[src/rtl/if_pkg.sv]
`default_nettype none
// ============================================================================
// Module      : if_pkg
// Description : Shared types and defaults for the instruction fetch unit.
// Revision    : 1.0 - initial release
// ============================================================================
package if_pkg;

    localparam int unsigned IF_XLEN       = 32;
    localparam int unsigned IF_FIFO_DEPTH = 2;

    // One fetched instruction together with the address it was fetched from.
    // The fetch unit packs its buffer entries in this same {pc, instr} order.
    typedef struct packed {
        logic [IF_XLEN-1:0] pc;
        logic [IF_XLEN-1:0] instr;
    } fetch_entry_t;

    // Width of a counter that must hold the values 0..depth inclusive.
    function automatic int unsigned cnt_width(input int unsigned depth);
        return $clog2(depth + 1);
    endfunction

endpackage
`default_nettype wire

[src/rtl/if_fifo.sv]
`default_nettype none
// ============================================================================
// Module      : if_fifo
// Description : Small synchronous FIFO with push/pop/clear and occupancy
//               count. A pop and a push may happen in the same cycle even
//               when full. The head is read straight from the registered
//               storage, so data_o never depends combinationally on data_i.
// Revision    : 1.0 - initial release
// ============================================================================
module if_fifo #(
    parameter  int unsigned WIDTH = 64,
    parameter  int unsigned DEPTH = 2,
    localparam int unsigned CW    = $clog2(DEPTH + 1),
    localparam int unsigned PW    = (DEPTH > 1) ? $clog2(DEPTH) : 1
) (
    input  logic             clk,
    input  logic             rst_n,
    input  logic             clear_i,
    input  logic             push_i,
    input  logic [WIDTH-1:0] data_i,
    input  logic             pop_i,
    output logic [WIDTH-1:0] data_o,
    output logic [CW-1:0]    count_o
);

    localparam logic [CW-1:0] FULL_COUNT = CW'(DEPTH);
    localparam logic [PW-1:0] LAST_PTR   = PW'(DEPTH - 1);

    logic [WIDTH-1:0] mem_q [DEPTH];
    logic [PW-1:0]    rd_ptr_q, rd_ptr_d;
    logic [PW-1:0]    wr_ptr_q, wr_ptr_d;
    logic [CW-1:0]    count_q,  count_d;
    logic             do_push;
    logic             do_pop;

    function automatic logic [PW-1:0] next_ptr(input logic [PW-1:0] p);
        return (p == LAST_PTR) ? '0 : p + PW'(1);
    endfunction

    // Qualify the handshakes and compute next pointers and occupancy.
    always_comb begin
        do_pop   = pop_i && (count_q != '0);
        do_push  = push_i && ((count_q != FULL_COUNT) || do_pop);
        rd_ptr_d = do_pop  ? next_ptr(rd_ptr_q) : rd_ptr_q;
        wr_ptr_d = do_push ? next_ptr(wr_ptr_q) : wr_ptr_q;
        count_d  = count_q + CW'(do_push) - CW'(do_pop);
    end

    // Pointer/count state; clear empties the FIFO and wins over push/pop.
    always_ff @(posedge clk or negedge rst_n) begin
        if (!rst_n) begin
            rd_ptr_q <= '0;
            wr_ptr_q <= '0;
            count_q  <= '0;
        end else if (clear_i) begin
            rd_ptr_q <= '0;
            wr_ptr_q <= '0;
            count_q  <= '0;
        end else begin
            rd_ptr_q <= rd_ptr_d;
            wr_ptr_q <= wr_ptr_d;
            count_q  <= count_d;
        end
    end

    // Storage; reset to zero so the head reads as zero out of reset.
    always_ff @(posedge clk or negedge rst_n) begin
        if (!rst_n) begin
            for (int i = 0; i < int'(DEPTH); i++) begin
                mem_q[i] <= '0;
            end
        end else if (do_push && !clear_i) begin
            mem_q[wr_ptr_q] <= data_i;
        end
    end

    assign data_o  = mem_q[rd_ptr_q];
    assign count_o = count_q;

endmodule
`default_nettype wire

[src/rtl/instr_fetch_unit.sv]
`default_nettype none
// ============================================================================
// Module      : instr_fetch_unit
// Description : Fetch stage behind the PC register. Issues PC to instruction
//               memory under a credit limit (in-flight + buffered never
//               exceeds FIFO_DEPTH), pairs in-order responses with their PCs,
//               buffers them for decode and drops stale responses after a
//               redirect using a discard counter.
//               Optional build macro IF_MISALIGN_CHECK_EN: blocks fetches
//               from a PC with PC[1:0] != 0 and raises fetch_misalign_o once
//               the pipeline has drained.
// Revision    : 1.0 - initial release
// ============================================================================
module instr_fetch_unit
    import if_pkg::*;
#(
    parameter int unsigned XLEN       = IF_XLEN,
    parameter int unsigned FIFO_DEPTH = IF_FIFO_DEPTH
) (
    input  logic            clk,
    input  logic            rst_n,
    input  logic [XLEN-1:0] pc_i,
    input  logic            flush_i,
    output logic            pc_stall_o,
    output logic            imem_req_valid_o,
    input  logic            imem_req_ready_i,
    output logic [XLEN-1:0] imem_req_addr_o,
    input  logic            imem_rsp_valid_i,
    input  logic [XLEN-1:0] imem_rsp_data_i,
    output logic            instr_valid_o,
    input  logic            instr_ready_i,
    output logic [XLEN-1:0] instr_o,
    output logic [XLEN-1:0] instr_pc_o
`ifdef IF_MISALIGN_CHECK_EN
    ,
    output logic            fetch_misalign_o
`endif
);

    localparam int unsigned CW        = cnt_width(FIFO_DEPTH);
    localparam logic [CW:0] DEPTH_EXT = (CW + 1)'(FIFO_DEPTH);

    logic [CW-1:0]     outstanding_q, outstanding_d;
    logic [CW-1:0]     discard_q,     discard_d;
    logic [CW-1:0]     buf_count;
    logic [CW-1:0]     pcq_count;
    logic [CW:0]       occupancy;
    logic              pc_ok;
    logic              req_valid;
    logic              accept;
    logic              rsp_fire;
    logic              rsp_keep;
    logic              buf_pop;
    logic [XLEN-1:0]   rsp_pc;
    logic [2*XLEN-1:0] buf_din;
    logic [2*XLEN-1:0] buf_dout;

`ifdef IF_MISALIGN_CHECK_EN
    logic misalign_q, misalign_d;
    assign pc_ok = (pc_i[1:0] == 2'b00);
`else
    assign pc_ok = 1'b1;
`endif

    // Credit check: every accepted request is guaranteed a buffer slot on return.
    // Gating with rst_n keeps the request low and the stall high while in reset.
    assign occupancy        = {1'b0, outstanding_q} + {1'b0, buf_count};
    assign req_valid        = rst_n && !flush_i && pc_ok && (occupancy < DEPTH_EXT);
    assign accept           = req_valid && imem_req_ready_i;
    assign imem_req_valid_o = req_valid;
    assign imem_req_addr_o  = pc_i;
    assign pc_stall_o       = !accept;

    // A response with nothing outstanding is a protocol error and is ignored.
    // Responses are dropped while stale ones remain, or when they collide with a redirect.
    assign rsp_fire = imem_rsp_valid_i && (outstanding_q != '0);
    assign rsp_keep = rsp_fire && (discard_q == '0) && !flush_i;
    assign buf_din  = {rsp_pc, imem_rsp_data_i};
    assign buf_pop  = instr_valid_o && instr_ready_i;

    assign instr_valid_o = (buf_count != '0);
    assign instr_pc_o    = buf_dout[2*XLEN-1:XLEN];
    assign instr_o       = buf_dout[XLEN-1:0];

    // PCs of accepted requests, popped in order as responses return. It is
    // never cleared: after a redirect it keeps tracking the stale requests.
    if_fifo #(
        .WIDTH (XLEN),
        .DEPTH (FIFO_DEPTH)
    ) u_pc_queue (
        .clk     (clk),
        .rst_n   (rst_n),
        .clear_i (1'b0),
        .push_i  (accept),
        .data_i  (pc_i),
        .pop_i   (rsp_fire),
        .data_o  (rsp_pc),
        .count_o (pcq_count)
    );

    // Instruction buffer towards decode, emptied on redirect.
    if_fifo #(
        .WIDTH (2 * XLEN),
        .DEPTH (FIFO_DEPTH)
    ) u_instr_buf (
        .clk     (clk),
        .rst_n   (rst_n),
        .clear_i (flush_i),
        .push_i  (rsp_keep),
        .data_i  (buf_din),
        .pop_i   (buf_pop),
        .data_o  (buf_dout),
        .count_o (buf_count)
    );

    // Outstanding and discard bookkeeping; a redirect marks everything still
    // in flight after this cycle's response as stale (no request is issued then).
    always_comb begin
        outstanding_d = outstanding_q + CW'(accept) - CW'(rsp_fire);
        discard_d     = discard_q;
        if (flush_i) begin
            discard_d = outstanding_q - CW'(rsp_fire);
        end else if (rsp_fire && (discard_q != '0)) begin
            discard_d = discard_q - CW'(1);
        end
    end

    // Counter registers.
    always_ff @(posedge clk or negedge rst_n) begin
        if (!rst_n) begin
            outstanding_q <= '0;
            discard_q     <= '0;
        end else begin
            outstanding_q <= outstanding_d;
            discard_q     <= discard_d;
        end
    end

`ifdef IF_MISALIGN_CHECK_EN
    // Misalign flag rises only once nothing older is in flight or buffered.
    always_comb begin
        misalign_d = misalign_q;
        if (flush_i) begin
            misalign_d = 1'b0;
        end else if (!pc_ok && (outstanding_q == '0) && (buf_count == '0)) begin
            misalign_d = 1'b1;
        end
    end

    // Misalign flag register, held until redirect or reset.
    always_ff @(posedge clk or negedge rst_n) begin
        if (!rst_n) begin
            misalign_q <= 1'b0;
        end else begin
            misalign_q <= misalign_d;
        end
    end

    assign fetch_misalign_o = misalign_q;
`endif

`ifndef SYNTHESIS
    a_outstanding_bound : assert property (@(posedge clk) disable iff (!rst_n)
        outstanding_q <= CW'(FIFO_DEPTH));
    a_rsp_with_outstanding : assert property (@(posedge clk) disable iff (!rst_n)
        imem_rsp_valid_i |-> (outstanding_q != '0));
    a_pc_queue_tracks : assert property (@(posedge clk) disable iff (!rst_n)
        pcq_count == outstanding_q);
`endif

endmodule
`default_nettype wire

[config.mk]
export PLATFORM = sky130hd
export DESIGN_NAME = instr_fetch_unit
export DESIGN_NICKNAME = d
export VERILOG_FILES = /design/src/rtl/if_pkg.sv /design/src/rtl/if_fifo.sv /design/src/rtl/instr_fetch_unit.sv
export SDC_FILE = /design/constraint.sdc
export NUM_CORES = 1
export LEC_CHECK = 0
export ABC_AREA = 1
export CORE_MARGIN = 2
export CORE_UTILIZATION = 50
export CTS_BUF_LIST = sky130_fd_sc_hd__clkbuf_8 sky130_fd_sc_hd__clkbuf_16
export CTS_CLUSTER_SIZE = 16
export DETAILED_ROUTE_END_ITERATION = 10
export PLACE_DENSITY = 0.79
export REMOVE_ABC_BUFFERS = 1
export SETUP_SLACK_MARGIN = 0.3
export SLEW_MARGIN = 20
export SYNTH_ARGS = -nofsm -noshare
export SYNTH_HDL_FRONTEND = slang
export SYNTH_HIERARCHICAL = 1
export SYNTH_SLANG_ARGS = --single-unit
[constraint.sdc]
create_clock -name clk -period 2.8 [get_ports clk]
set_input_delay 0.28 -clock clk [delete_from_list [all_inputs] [get_ports clk]]
set_output_delay 0.28 -clock clk [all_outputs]
set_load 0.01 [all_outputs]
==> qor.yml <==
status: "complete, no violations"
cts_made_buffers: 23
netlist_area_mm2: 0.0103
period_share: 0.874
pwr-share-clk: 0.259
clkLatencyLatePin_ns: 0.50
rows: 52
drt_wl_total_um: 27200
required_ns: 2.52
clkTransAtPathRegs_ns: 0.06
cellInternalPower_mw: 6.83
viasPerCell: 5.47
h-tree-depth: 1
multi_input_area_mm2: 0.00430
floorplan.initialDensity: 0.510
startpoint_type: "register"
dp_slack_ns: 0.278
core_area_mm2: 0.0202
power_switching_mw: 3.60
synth-edff-count: 0
final_cell_mix: "nand2_1 (699), dfrtp_1 (201), nand4_1 (192)"
grt_max_degree: 121
hpwl_um: 16200
port_buffers: 168
arrival_ns: 2.17
worst_slack_ns: 0.354
worst-slew-pin-transition_ns: 0.808
finalNonFillerCells: 1691
drtAntennaViolNets: 0
cellPowerDensity_mw_per_mm2: 828
drcViolationCount: 0
wl_per_cell_um: 16.1
p_comb_frac: 0.327
maxCapViolations: 0
routabilityCongestion: 0.778
max_freq_mhz: 409
grt_remaining_overflow: 0
worstPathMaxFanout: 32
p_leak_nw: 6.70
yosysWarnings: 6
track_usage: 0.245
antenna_found_initial: 0
drt_iter0_markers: 828
synthCells: 1311
synth.distinct_cells: 28
layout_commonest_cell: "nand2_1"
relSlewSlack: 0.461
fillerInstances: 1800
yosysSeqAreaShare: 0.495
slew_viol_final: 0
die_x_um: 148
grt_pass1_wl_um: 43900
synth_flop_cell: "dfrtp_1"
syn_to_final_growth_pct: 21.9
n_antenna_cell: 0
root_buffer: "clkbuf_16"
r2r_setup_slack_ns: 0.49
nets: 1487
die_h_um: 148
die-area_mm2: 0.0218
skew_ns: 0.0133
seqPwrFrac: 0.413
switching_share: 0.345
cts_sinks: 204
critPathCaptureType: "output pin"
cts_buffer_depth: 3
grt_setup_unrepaired: "no"
pin_count: 169
synth_seq_cells: 204
setup_violations: 0
hold_viol_final: 0
firstDrtPassIters: 5
crit_type: "register to output pin"
ir_drop_mv: 0.468
vias: 9252
synthArstFlopShare: 1.00
hold_path_class: "primary input to asynchronous set/reset pin"
syn_area_per_cell_um2: 7.87
dp.cells: 1645
drive_gt1_frac: 0.0647
cts_tree: "done"
grt_pass1_vias: 8865
regArea_mm2: 0.00511
finalCriticalPeriod_ns: 2.45
worst max-delay path, cell delays in order (launching register included):
cell and delay (ns):
dfrtp_4 0.54, inv_2 0.12, buf_12 0.21, nand2_1 0.07, nand2_1 0.14, clkdlybuf4s50_1 0.57
path summary, 6_finish.rpt:
kind | from | end | cells past startpoint
hold reg to reg | u_instr_buf/mem_q[8]$_DFFE_PN0P_ | u_instr_buf/mem_q[8]$_DFFE_PN0P_ | 2
hold / removal | rst_n | u_instr_buf/mem_q[57]$_DFFE_PN0P_ | 2
setup / recovery | u_instr_buf/rd_ptr_q$_DFFE_PN0P_ | instr_pc_o[15] | 5
max in group asynchronous | rst_n | u_pc_queue/mem_q[27]$_DFFE_PN0P_ | 3
setup reg to reg | u_instr_buf/count_o[0]$_DFF_PN0_ | u_pc_queue/mem_q[51]$_DFFE_PN0P_ | 12
min in group clk | imem_rsp_data_i[7] | u_instr_buf/mem_q[71]$_DFFE_PN0P_ | 3
layer usage:
| layer | routed length [µm] | track usage |
|---|---|---|
| met5 | 0 | 0 |
| met4 | 654 | 0.0654 |
| met3 | 2430 | 0.0343 |
| met2 | 12800 | 0.404 |
| met1 | 11300 | 0.342 |
state kept, by name (all words and copies together), names as in the netlist:
signal,count
discard_q,2
u_instr_buf/count_o,2
u_pc_queue/count_o,2
u_instr_buf/rd_ptr_q,1
u_instr_buf/mem_q,128
u_instr_buf/wr_ptr_q,1
u_pc_queue/rd_ptr_q,1
u_pc_queue/mem_q,64
u_pc_queue/wr_ptr_q,1
outstanding_q,2
stage by stage:
| stage | util | hold WS [ns] | TNS [ns] | instance area (µm²) | power, mW |
|---|---|---|---|---|---|
| 6_report | 0.622 | 0.211 | 0 | 12600 | 10.4 |
| 5_1_grt | 0.622 | 0.218 | 0 | 12600 | 11.1 |
| 4_1_cts | 0.617 | 0.203 | 0 | 12500 | 10.4 |
| 3_5_place_dp | 0.582 | 0.129 | 0 | 11800 | 7.72 |
| 3_3_place_gp | 0.582 | 0.130 | 0 | 11800 | 7.59 |
| 2_1_floorplan | - | -0.0156 | -1042.33 | 9470 | 6.12 |
area by class of cell:
cell class,count,area share
tap,270,0.0268
multi-input combinational,944,0.342
clock buffer,26,0.0490
timing repair buffer,202,0.162
inverter,33,0.00984
clock inverter,12,0.00408
sequential,204,0.406
Yosys cell counts, types with 2 or more instances:
cell / count / share of area
nand3_4: 3 / 0.0051
nor2_4: 3 / 0.0033
nand2_1: 699 / 0.25
inv_1: 26 / 0.0095
dfrtp_1: 204 / 0.49
inv_2: 7 / 0.0025
nand4_1: 192 / 0.12
ha_1: 8 / 0.0097
o21ai_0: 2 / 0.00097
nand3_2: 4 / 0.0039
buf_2: 69 / 0.033
nor2_1: 5 / 0.0018
a21oi_1: 2 / 0.00097
buf_6: 7 / 0.0076
nand3_1: 9 / 0.0044
clkbuf_1: 10 / 0.0036
buf_4: 44 / 0.032
nand2_2: 2 / 0.0012
xnor2_1: 2 / 0.0017
buf_8: 5 / 0.0073
power by group through the flow:
stage	Clock, mW	Sequential [mW]	Combinational, mW
global placement	0	4.31	3.28
finish	2.70	4.31	3.41
CTS	2.75	4.30	3.40
global route	2.86	4.41	3.84
floorplan	0	4.25	1.86
detailed placement	0	4.34	3.38
what timing repair did:
action / 4_1_cts / 5_1_grt
endpoints found under the hold margin: 19 / 0
hold buffers: 1 / 0
resized for setup: 8 / 8
cloned: 0 / 2
endpoints found under the setup margin: 76 / 97
buffers inserted: 1 / 4
pin swaps: 2 / 0
cells by family (layout without fill, tap and decap cells):
| logic type | count (synthesis) | count (layout) | share of synthesized area |
|---|---|---|---|
| compound gates | 6 | 6 | 0.00315 |
| xor+xnor | 2 | 2 | 0.00170 |
| flops | 204 | 204 | 0.495 |
| other cells | 1 | 4 | 0.000363 |
| simple gates | 921 | 923 | 0.393 |
| buf+inv | 168 | 273 | 0.0960 |
| fa+ha+maj | 9 | 9 | 0.0116 |
Power figures use the tool's default switching activity.
==> edit 1: new RTL, config.mk and constraints unchanged <==
Set the package constant `IF_XLEN` to 64 (it was 32).
--- a/src/rtl/if_pkg.sv
+++ b/src/rtl/if_pkg.sv
@@ -7,5 +7,5 @@
 package if_pkg;
 
-    localparam int unsigned IF_XLEN       = 32;
+    localparam int unsigned IF_XLEN       = 64;
     localparam int unsigned IF_FIFO_DEPTH = 2;
 
Interface: changed (5 resized); port bits go from 169 to 329. No check against the original RTL was run, so the function may have changed too.
==> edit 1 against the unedited design <==
  * Cell area up 94%
  * Synthesized cell count rose by 91%
  * Cell count is 90% higher
  * Sequential share of layout area rose by 0.087 points
  * Count of clock-buffer cells in the layout is 28 higher
  * Area after synthesis increased by 89%
  * Setup slack worse by 0.014 ns
  * Routed wire length up 120%
  * Total power up 100%
  * Sequential cell count increased by 192
  * Global-route usage rose by 4.5 points
  * Critical endpoint is now instr_o[12]
==> edit 1: results (changes against the unedited design) <==
[critical_path]
r2r_cells = 15  ; was 12
reg2reg_to = u_pc_queue/count_o[1]  ; was u_pc_queue/mem_q[51]
r2r_start = outstanding_q[0]  ; was u_instr_buf/count_o[0]
crit_path_end = instr_o[12]  ; was instr_pc_o[15]
path_max_fanout = 17  ; was 32

[synth]
yosys_most_used_dff = dfrtp_1  ; unchanged
synthMuxAreaShare_pct = 0  ; unchanged
ys_top_cells_by_count = nand2_1 (1369), dfrtp_1 (396), nand4_1 (384)  ; was nand2_1 (699), dfrtp_1 (204), nand4_1 (192)
synth_compound_area_share_pct = 0.1664  ; was 0.3152%
synthCells = 2506  ; was 1311
synth_area_leaders = dfrtp_1 (51%), nand2_1 (26%), nand4_1 (12%), buf_2 (3.7%), buf_4 (3.4%)  ; was dfrtp_1 (49%), nand2_1 (25%), nand4_1 (12%), buf_2 (3.3%), buf_4 (3.2%)
synth.yosys.seq_area_share_pct = 50.69  ; was 49.46%
yosys.cell_types.count = 29  ; was 28
synth_fa_ha_area_share_pct = 0.6144  ; was 1.164%
synth-xor-area-share_pct = 0.08960  ; was 0.1697%

[sta]
hold_violations = 0  ; unchanged
finalCritPeriodShare_pct = 87.87  ; was 87.37%
skew_ns = 0.02010  ; was 0.01331 ns
slew_headroom_pct = 43.83  ; was 46.11%

[global_routing]
grt_usage_pct = 28.95  ; was 24.45%
grt_max_degree = 181  ; was 121
met2_usage_pct = 47.12  ; was 40.40%
grt_pass1_wl_mm = 94.86  ; was 43.91 mm
met3_usage_pct = 5.539  ; was 3.426%
grtUsageMet1_pct = 39.70  ; was 34.17%
grt_pass1_vias = 17750  ; was 8865
antenna_found_initial = 2  ; was 0

[power]
p_leak_nw = 13.93  ; was 6.696 nW
power_clock_mw = 5.74  ; was 2.70 mW
cellInternalPower_mw = 13.74  ; was 6.828 mW
ir_worst_vdd_mv = 0.5198  ; was 0.4677 mV
swShare_pct = 35.43  ; was 34.50%
pg_comb_mw = 6.99  ; was 3.41 mW

[place]
dp_hpwl_mm = 32.61  ; was 16.25 mm
finalWeightedCongestion = 0.8118  ; was 0.7780
port_buffers = 328  ; was 168
placed_cell_area_sq_um = 22440  ; was 11780 sq um
place_inst = 3116  ; was 1645
pre_cts_ws_ns = 0.4333  ; was 0.2776 ns

[drt]
top_layer_used = met5  ; was met4
finalWirelength_mm = 60.18  ; was 27.18 mm
routed-wl-met2_mm = 28.68  ; was 12.83 mm
drt_iter0_drc = 1766  ; was 828
dr_wl_met3_mm = 5.840  ; was 2.428 mm
wl_met1_mm = 24.35  ; was 11.27 mm
vias = 18270  ; was 9252

[cells_and_area]
layoutNonFillerInstCount = 3215  ; was 1691
top_regs = u_instr_buf/mem_q x256, u_pc_queue/mem_q x128  ; was u_instr_buf/mem_q x128, u_pc_queue/mem_q x64
drive_above_1_share_pct = 5.710  ; was 6.474%
nets = 2809  ; was 1487

[clock_tree]
clkLatencyLatePin_ns = 0.55  ; was 0.50 ns
numCtsBuffers = 43  ; was 23
h-tree-depth = 2  ; was 1

[min_path]
min_path_type = input pin to async pin  ; unchanged

[status]
outcome = completed  ; unchanged

edit 1: cell types whose count changed in the layout (fill, tap and decap cells not counted), sizes merged, moves of 8 or more:
cell / delta
nand2: +670
dfrtp: +192
nand4: +192
dlygate4sd2: +64
dlymetal6s2s: +58
clkdlybuf4s50: +38
clkbuf: +31
buf: +20
clkinv: +8
edit 1: layout make-up:
class	instances	area (sq um)
multi-input combinational	1805	7990
fill	3259	14280
timing repair buffer	387	4240
tap	518	648.1
inverter	33	136.4
clock buffer	54	1250
clock inverter	22	183.9
sequential	396	9916
edit 1: what timing repair did:
| item | CTS | global route |
|---|---|---|
| gates resized for setup | 77 | 64 |
| setup endpoints to repair | 130 | 92 |
| hold endpoints to repair | 23 | 0 |
| pin swaps | 0 | 0 |
| cloned | 7 | 2 |
| setup buffers | 10 | 3 |
| hold buffers | 1 | 0 |
edit 1: cells by family (layout without fill, tap and decap cells):
group / Yosys count / after routing
xor gates and xnor gates: 2 / 2
and+or+nand+nor: 1784 / 1784
adders and majority gates: 9 / 9
buffers and inverters: 308 / 496
DFF: 396 / 396
AOI/OAI and AO/OA: 6 / 6
other: 1 / 4
edit 1: worst min path at each step:
stage	from	endpoint	slack [ns]	depth (start not counted)
global placement	rst_n	u_instr_buf/mem_q[16]	0.17	1
CTS	rst_n	u_instr_buf/mem_q[16]	0.18	2
detailed placement	rst_n	u_instr_buf/mem_q[16]	0.17	1
finish	rst_n	u_instr_buf/mem_q[16]	0.20	2
floorplan	rst_n	discard_q[0]	-0.02	0
global route	rst_n	u_instr_buf/mem_q[147]	0.22	2
edit 1: critical path, stage by stage (launching register included):
cell	delay, ns
dfrtp_4	0.54
inv_8	0.11
bufbuf_16	0.30
nand2_1	0.06
nand2_1	0.08
clkdlybuf4s50_1	0.54
==> edit 2: new RTL, same settings <==
Without the edit above. `outstanding_q` no longer has a reset.
--- a/src/rtl/instr_fetch_unit.sv
+++ b/src/rtl/instr_fetch_unit.sv
@@ -129,10 +129,12 @@
     always_ff @(posedge clk or negedge rst_n) begin
         if (!rst_n) begin
-            outstanding_q <= '0;
             discard_q     <= '0;
         end else begin
-            outstanding_q <= outstanding_d;
             discard_q     <= discard_d;
         end
+    end
+
+    always_ff @(posedge clk) begin
+        outstanding_q <= outstanding_d;
     end
 
Function: differs if rst_n is asserted again (counterexample within 4 cycles, from zero or initial values and one cycle with rst_n low); with rst_n held inactive, the same outputs for 4 cycles.
==> edit 2 against the unedited design <==
  * Cell count about the same
  * Sequential cell count is the same
  * Routed wire length increased by 1.9%
  * Area after synthesis about the same
  * Cell area increased by 0.64%
  * Worst hold slack worse by 0.0029 ns
  * Setup slack got worse by 0.016 ns
  * Total power increased by 2.0%
  * First-iteration DRC count shrank 5.6%
  * Highest routed layer unchanged
==> edit 2: results (changes against the unedited design) <==
[critical_path]
r2r_cells = 12  ; unchanged
slowest_delay_ns = 0.57  ; about the same
cp_top_family = buffers and inverters  ; unchanged
path_max_fanout = 19  ; was 32
crit_path_end = instr_pc_o[31]  ; was instr_pc_o[15]
r2r_start = u_instr_buf/count_o[0]  ; unchanged
startpoint = u_instr_buf/rd_ptr_q  ; unchanged
reg2reg_to = u_pc_queue/mem_q[2]  ; was u_pc_queue/mem_q[51]
crit_arrival_ns = 2.18
crit_slowest_cell = dfrtp_4  ; was clkdlybuf4s50_1
r2r_slack_ns = 0.46  ; was 0.49 ns

[clock_tree]
clkTransAtPathRegs_ns = 0.06  ; about the same
clkLatencyLatePin_ns = 0.51
clock-root-buffer = clkbuf_16  ; unchanged
cts.path.max_buffers = 3  ; unchanged
h-tree-depth = 1  ; unchanged
numCtsBuffers = 22  ; was 23

[synth]
synth.yosys.seq_area_share_pct = 49.41  ; was 49.46%
yosys.cell_types.count = 29  ; was 28
async_reset_ff_share_pct = 99.02  ; was 100.0%
synth_edf_count = 0  ; unchanged
yosys_warnings = 6  ; unchanged
synthCells = 1311  ; unchanged
synth_area_leaders = dfrtp_1 (49%), nand2_1 (25%), nand4_1 (12%), buf_2 (3.3%), buf_4 (3.2%)  ; unchanged
ys_top_cells_by_count = nand2_1 (699), dfrtp_1 (202), nand4_1 (192)  ; was nand2_1 (699), dfrtp_1 (204), nand4_1 (192)

[sta]
worstMarginPinSlew_ns = 0.9577  ; was 0.8083 ns
skew_ns = 0.01391  ; was 0.01331 ns

[global_routing]
antenna_found_initial = 0  ; unchanged
grt_pass1_vias = 8919  ; was 8865
grt_usage_pct = 25.15  ; was 24.45%
grt_pass1_wl_mm = 44.93  ; was 43.91 mm
grt_max_degree = 183  ; was 121

[cells_and_area]
diodes = 0  ; unchanged
fillers = 1744  ; was 1800
drive_above_1_share_pct = 6.681  ; was 6.474%
top_regs = u_instr_buf/mem_q x128, u_pc_queue/mem_q x64  ; unchanged
nets = 1485  ; was 1487

[drt]
wl_per_cell_um = 16.37  ; was 16.08 um
routed-wl-met2_mm = 13.31  ; was 12.83 mm
top_layer_used = met4  ; unchanged
finalWirelength_mm = 27.70  ; was 27.18 mm
dr_wl_met3_mm = 2.170  ; was 2.428 mm
wl_met1_mm = 11.48  ; was 11.27 mm
drtPass1Iterations = 5  ; unchanged
via_per_inst = 5.477  ; was 5.471
drt_iter0_drc = 782  ; was 828

[power]
swShare_pct = 34.02  ; was 34.50%
p_leak_nw = 6.708  ; was 6.696 nW
ir_worst_vdd_mv = 0.4701  ; was 0.4677 mV

[place]
port_buffers = 168  ; unchanged
place_inst = 1642  ; was 1645
dp_hpwl_mm = 15.65  ; was 16.25 mm
placed_cell_area_sq_um = 11740  ; was 11780 sq um
finalWeightedCongestion = 0.7743  ; was 0.7780

[status]
outcome = completed  ; unchanged

[min_path]
min_path_type = input pin to async pin  ; unchanged

==> edit 2: cell count changes after synthesis, sizes merged <==
cell / delta
dfrtp: -2
dfxtp: +2
==> edit 2: metal layers <==
layer	GRT usage [%]	vias up
met5	0	-
met4	7.452	0
met3	4.012	56
met2	41.33	394
met1	34.71	4380
li1	-	4437
==> edit 2: layout make-up <==
cell class	count	area, sq um	area share (%)
Tap cell	270	337.8	2.667
Sequential cell	204	5100	40.26
Clock buffer	30	660.6	5.216
Multi-Input combinational cell	945	4314	34.06
Clock inverter	10	78.83	0.6223
Inverter	33	126.4	0.9977
Timing Repair Buffer	200	2048	16.17
==> edit 2: per-stage QoR <==
stage               worst slack, ns  setup TNS, ns
floorplan                    -7.833       -1042.31
detailed placement           0.2548              0
global placement             0.3712              0
CTS                          0.2152              0
finish                       0.3373              0
global route                 0.2760              0
==> edit 2: worst register-to-register path, delay by kind of cell (launching register included) <==
| kind | cells | cell delay, ns |
|---|---|---|
| simple gates | 6 | 0.82 |
| buf+inv | 5 | 0.58 |
| fa+ha+maj | 1 | 0.43 |
| flops | 1 | 0.41 |
==> edit 2: how the worst min path moves through the flow <==
| stage | startpoint | end | slack [ns] | depth (start not counted) |
|---|---|---|---|---|
| global placement | rst_n | u_instr_buf/mem_q[71] | 0.16 | 1 |
| global route | rst_n | u_instr_buf/mem_q[71] | 0.22 | 2 |
| floorplan | rst_n | discard_q[0] | -0.02 | 0 |
| CTS | rst_n | u_instr_buf/mem_q[71] | 0.21 | 2 |
| detailed placement | rst_n | u_instr_buf/mem_q[71] | 0.17 | 1 |
| finish | rst_n | u_instr_buf/mem_q[71] | 0.21 | 2 |
==> edit 2: kinds of logic (layout without fill, tap and decap cells) <==
group	Yosys count	count (layout)	share of synthesized area (%)
and+or+nand+nor	921	924	39.29
DFF	204	204	49.41
buffers and inverters	168	273	9.611
adders and majority gates	9	9	1.165
AOI/OAI and AO/OA	6	6	0.3155
xor gates and xnor gates	2	2	0.1699
other	1	4	0.03637
==> edit 2: power groups by stage <==
stage | Clock [mW] | Combinational, mW | Sequential [mW]
finish | 2.91 | 3.41 | 4.31
global route | 3.08 | 3.84 | 4.42
CTS | 2.95 | 3.40 | 4.31
detailed placement | 0 | 3.36 | 4.34
global placement | 0 | 3.25 | 4.31
floorplan | 0 | 1.86 | 4.25
==> edit 2: what timing repair did <==
| action | CTS | global route |
|---|---|---|
| setup endpoints to repair | 122 | 110 |
| endpoints found under the hold margin | 20 | 0 |
| buffers inserted | 1 | 3 |
| gates resized for setup | 9 | 8 |
| gates cloned | 2 | 3 |
| hold buffers | 1 | 0 |
